==> src/rtl/regfile_param.sv <==
// Parametrised MIPS register file with async reset, optional hardwired zero and a bulk-clear engine.
// Define REGFILE_BYPASS_EN to forward same-cycle write data to the read ports.
module regfile_param #(
    parameter int unsigned DATA_W   = 32,
    parameter int unsigned ADDR_W   = 5,
    parameter bit          ZERO_REG = 1'b1
) (
    input  logic              clk,
    input  logic              rst_n,
    input  logic [ADDR_W-1:0] ReadReg1,
    input  logic [ADDR_W-1:0] ReadReg2,
    output logic [DATA_W-1:0] ReadData1,
    output logic [DATA_W-1:0] ReadData2,
    input  logic [ADDR_W-1:0] WriteReg,
    input  logic [DATA_W-1:0] WriteData,
    input  logic              RegWriteSignal,
    input  logic              ClearReq,
    output logic              Busy,
    output logic              ClearDone
);

    localparam int unsigned DEPTH = 1 << ADDR_W;

    typedef enum logic {
        StIdle,
        StClear
    } state_e;

    state_e            state;
    logic [ADDR_W-1:0] ptr;
    logic              clear_done;
    logic              wr_en;
    logic [DATA_W-1:0] regs [DEPTH];

    assign Busy      = (state == StClear);
    assign ClearDone = clear_done;

    // Writes to the hardwired-zero register are suppressed here so bypass sees the same rule.
    assign wr_en = RegWriteSignal && !Busy && !(ZERO_REG && (WriteReg == '0));

    always_ff @(posedge clk or negedge rst_n) begin
        if (!rst_n) begin
            state      <= StIdle;
            ptr        <= '0;
            clear_done <= 1'b0;
        end else begin
            clear_done <= 1'b0;
            case (state)
                StIdle: begin
                    if (ClearReq) begin
                        state <= StClear;
                        ptr   <= '0;
                    end
                end
                StClear: begin
                    ptr <= ptr + 1'b1;
                    if (ptr == '1) begin
                        state      <= StIdle;
                        clear_done <= 1'b1;
                    end
                end
                default: state <= StIdle;
            endcase
        end
    end

    always_ff @(posedge clk or negedge rst_n) begin
        if (!rst_n) begin
            for (int unsigned i = 0; i < DEPTH; i++) begin
                regs[i] <= '0;
            end
        end else begin
            if (wr_en) begin
                regs[WriteReg] <= WriteData;
            end
            if (Busy) begin
                regs[ptr] <= '0;
            end
        end
    end

    always_comb begin
        ReadData1 = regs[ReadReg1];
        ReadData2 = regs[ReadReg2];
        if (ZERO_REG && (ReadReg1 == '0)) begin
            ReadData1 = '0;
        end
        if (ZERO_REG && (ReadReg2 == '0)) begin
            ReadData2 = '0;
        end
`ifdef REGFILE_BYPASS_EN
        if (wr_en && (ReadReg1 == WriteReg)) begin
            ReadData1 = WriteData;
        end
        if (wr_en && (ReadReg2 == WriteReg)) begin
            ReadData2 = WriteData;
        end
`else
`endif
    end

endmodule

==> config.mk <==
export PLATFORM = sky130hd
export DESIGN_NAME = regfile_param
export DESIGN_NICKNAME = d
export VERILOG_FILES = /design/src/rtl/regfile_param.sv
export SDC_FILE = /design/constraint.sdc
export NUM_CORES = 2
export LEC_CHECK = 0
export CAP_MARGIN = 20
export CELL_PAD_IN_SITES_DETAIL_PLACEMENT = 1
export CELL_PAD_IN_SITES_GLOBAL_PLACEMENT = 2
export CORE_UTILIZATION = 31
export CTS_BUF_LIST = sky130_fd_sc_hd__clkbuf_8
export DETAILED_ROUTE_END_ITERATION = 16
export PLACE_DENSITY_LB_ADDON = 0.1
export SETUP_SLACK_MARGIN = 0.05
export SLEW_MARGIN = 20
export SYNTH_ARGS = -nofsm -noshare
export SYNTH_HDL_FRONTEND = slang
export SYNTH_SLANG_ARGS = --single-unit
==> constraint.sdc <==
create_clock -name clk -period 3.1 [get_ports clk]
set_input_delay 0.775 -clock clk [delete_from_list [all_inputs] [get_ports clk]]
set_output_delay 0.775 -clock clk [all_outputs]
set_load 0.03 [all_outputs]
==> run metrics <==
status finished with violations; failing checks negative setup slack; port bufs 116; ANT nets after route 0; Sw Share 33.6%; crit path max fanout 8; PnR worst setup slack -0.499 ns; Area contributors post-synth dfrtp_1, mux4_2, nand2_1, a21oi_1, mux2i_1; period utilization 116%; clk root buf clkbuf_8; Relative slew margins roughly 38%; drt first pass iters 5; 1st-iter DRT viols 4782; Die Ht 434 µm; Worst Setup End Kind primary output; layout cell share with drive strength beyond 1 a little under a third; largest net degree at the start of global routing 125; Logic pwr share 23.1%; H-tree lvl count 4; Avg Inst Size Synth 9.76 µm²; Psw 0.0128 W; wire length on met3 about 18 mm; Max Cap Violations 0; Netlist cell types 57; CTS tree yes; Tmin final 3.60 ns; dpl cell area 0.0685 mm²; ys async rst share 100%; Post-Syn Nets 5997; total track usage a little under a third; M1 WL 131 mm; Clk pwr share 36.6%; antenna violations before repair 2; io pins 117; Initial Utilization 31.2%; global route total overflow 0; Finished Cell Area 0.0757 mm²; Final Skew between 0.05 and 0.06 ns; Power Internal 0.0253 W; Slew Limit Fails 0; Hold WC Path Type input pin to async pin; Avg WL per Cell ~33 µm; nets between 6000 and 7000; GP Congestion 0.893; post-synth top area cell dfrtp_1; Highest Signal Layer met4; Die Wd 434 µm; Post-synth top flop dfrtp_1; Fin. Hold Viols 0; clk sinks 1031; Core ar. roughly 0.19 mm²; RSZ-0062 raised after global routing yes; Vias 51900; CP Data Arrival Time about 2.8 ns; Multi-input gate area 0.0326 mm²; pwr/cell area 504 mW/mm²; hpwl dp 186 mm; Yosys reg bits 1031; sequential power share between 40% and 50%; synth warn 0; vias in the first global route 53993; Cell Rows 158; Detailed Route WL 297 mm; Post-Synthesis Cell Area between 0.05 and 0.06 mm²; CTS max path bufs 3; cts bufs inserted roughly 200; clock latency at the later pin of the worst-skew pair 0.99 ns; first-pass GRT wire length 421 mm; Vias/cell 5.76; Met2 Routed Length 140 mm; Setup CP Type input pin to primary output; Yosys top cell area share 44.5%; CP Data Required Time about 2.3 ns; Final TNS setup -23.26 ns; EDFF count, synth 0; sequential area share after synthesis 44.5%; peak supply drop 327 µV; Fill cells 20158; Post-Syn Instances 5941; Die ar. 0.189 mm²; register area 0.0258 mm²; Slew @ Worst Pin roughly 0.94 ns; drt drc 0; final-report setup violation count 64; fmax 0.278 GHz; CP Launch Type input pin; Area Overhead vs Synth 30.7%; Leak Pwr 31.0 nW; clk slew on worst S/H paths 0.06 ns
-- registers in the layout (all words and copies together) (netlist names) --
| signal | flops |
|---|---|
| Busy | 1 |
| regs | 1024 |
| ptr | 5 |
| ClearDone | 1 |
-- power by group through the flow --
stage	clock network [W]	registers (W)	logic (W)
after floorplan	0	0.0152	0.00410
after global placement	0	0.0155	0.00806
after detailed placement	0	0.0156	0.00818
after CTS	0.0143	0.0154	0.00862
after global routing	0.0147	0.0155	0.00919
final	0.0139	0.0154	0.00880
-- area by class of cell --
cell class	instances	area share, %
timing repair buffer	849	13.6
multi-input combinational	4291	43.0
sequential	1031	34.1
tap	2480	4.10
clock inverter	95	0.563
inverter	5	0.0347
clock buffer	255	4.63
antenna	3	0.00991
-- cells in the final DEF (no fill, tap or decap), types with 36 or more instances in the layout --
cell | Yosys | routed
nor2b_1 | 103 | 63
clkbuf_8 | 1 | 255
nor2b_4 | 0 | 36
buf_6 | 39 | 40
dfrtp_1 | 1031 | 1030
a21oi_1 | 993 | 993
mux2_4 | 0 | 52
nand2_1 | 2040 | 2028
inv_1 | 3 | 79
a211oi_2 | 0 | 54
mux4_2 | 444 | 446
buf_12 | 0 | 265
mux2i_1 | 130 | 128
buf_4 | 51 | 480
clkdlybuf4s50_1 | 0 | 37
a22oi_1 | 64 | 36
a311oi_4 | 0 | 62
o21ai_4 | 0 | 53
-- critical path, cell delays in order --
cell	delay (ns)
buf_12	0.12
buf_12	0.14
and2b_4	0.23
buf_12	0.16
a221oi_1	0.30
o21ai_1	0.12
buf_4	0.16
a311oi_4	0.46
buf_4	0.21
buf_12	0.11
-- worst paths after layout --
check                                      end  depth (start not counted)  slack, ns           startpoint
max reg2reg                regs[477]$_DFF_PN0_                          4       0.73   ptr[4]$_DFFE_PN0P_
max in group asynchronous  regs[650]$_DFF_PN0_                          3       1.55                rst_n
min in group clk           regs[690]$_DFF_PN0_                          3       0.43        WriteData[18]
min reg2reg                regs[998]$_DFF_PN0_                          1       0.53  regs[998]$_DFF_PN0_
max                               ReadData1[0]                         10      -0.50          ReadReg1[1]
min                        regs[764]$_DFF_PN0_                          2       0.35                rst_n
-- logic make-up after synthesis --
logic type	synth area share, %
flops	44.5
mux	20.9
buf+inv	5.41
compound gates	13.2
simple gates	15.9
fa+ha+maj	0.108
-- what timing repair did --
item	in CTS	in global routing
endpoints found under the setup margin	65	64
buffers inserted	35	41
pin swaps	100	39
endpoints found under the hold margin	7	0
cloned	7	3
hold buffers	1	0
resized for setup	381	109
-- per-layer routing --
| layer | track usage [%] | vias up |
|---|---|---|
| met5 | 0 | - |
| met4 | 9.59 | 0 |
| met3 | 5.15 | 466 |
| met2 | 50.7 | 1752 |
| met1 | 43.3 | 27937 |
| li1 | - | 21745 |
-- stage by stage --
step	util [%]	instances	total power [W]	setup WS, ns	hold WS, ns
4_1_cts	40.3	8966	0.0383	-0.572	0.257
6_report	40.8	9009	0.0381	-0.499	0.348
3_5_place_dp	36.9	8574	0.0238	-0.804	0.511
2_1_floorplan	-	5941	0.0193	0.0278	0.477
3_3_place_gp	36.9	8574	0.0236	-0.805	0.494
5_1_grt	40.8	9009	0.0394	-0.572	0.306
-- cell usage after synthesis (47+ instances only) --
cell type,count
buf_4,51
a311oi_1,64
a21oi_1,993
mux4_2,444
mux2i_1,130
a211oi_1,64
clkbuf_1,295
a221oi_1,47
nor2b_1,103
o21ai_1,107
a22oi_1,64
nand2_1,2040
mux2_2,65
dfrtp_1,1031
buf_2,223
No activity file was read; power rests on OpenSTA's default activity.
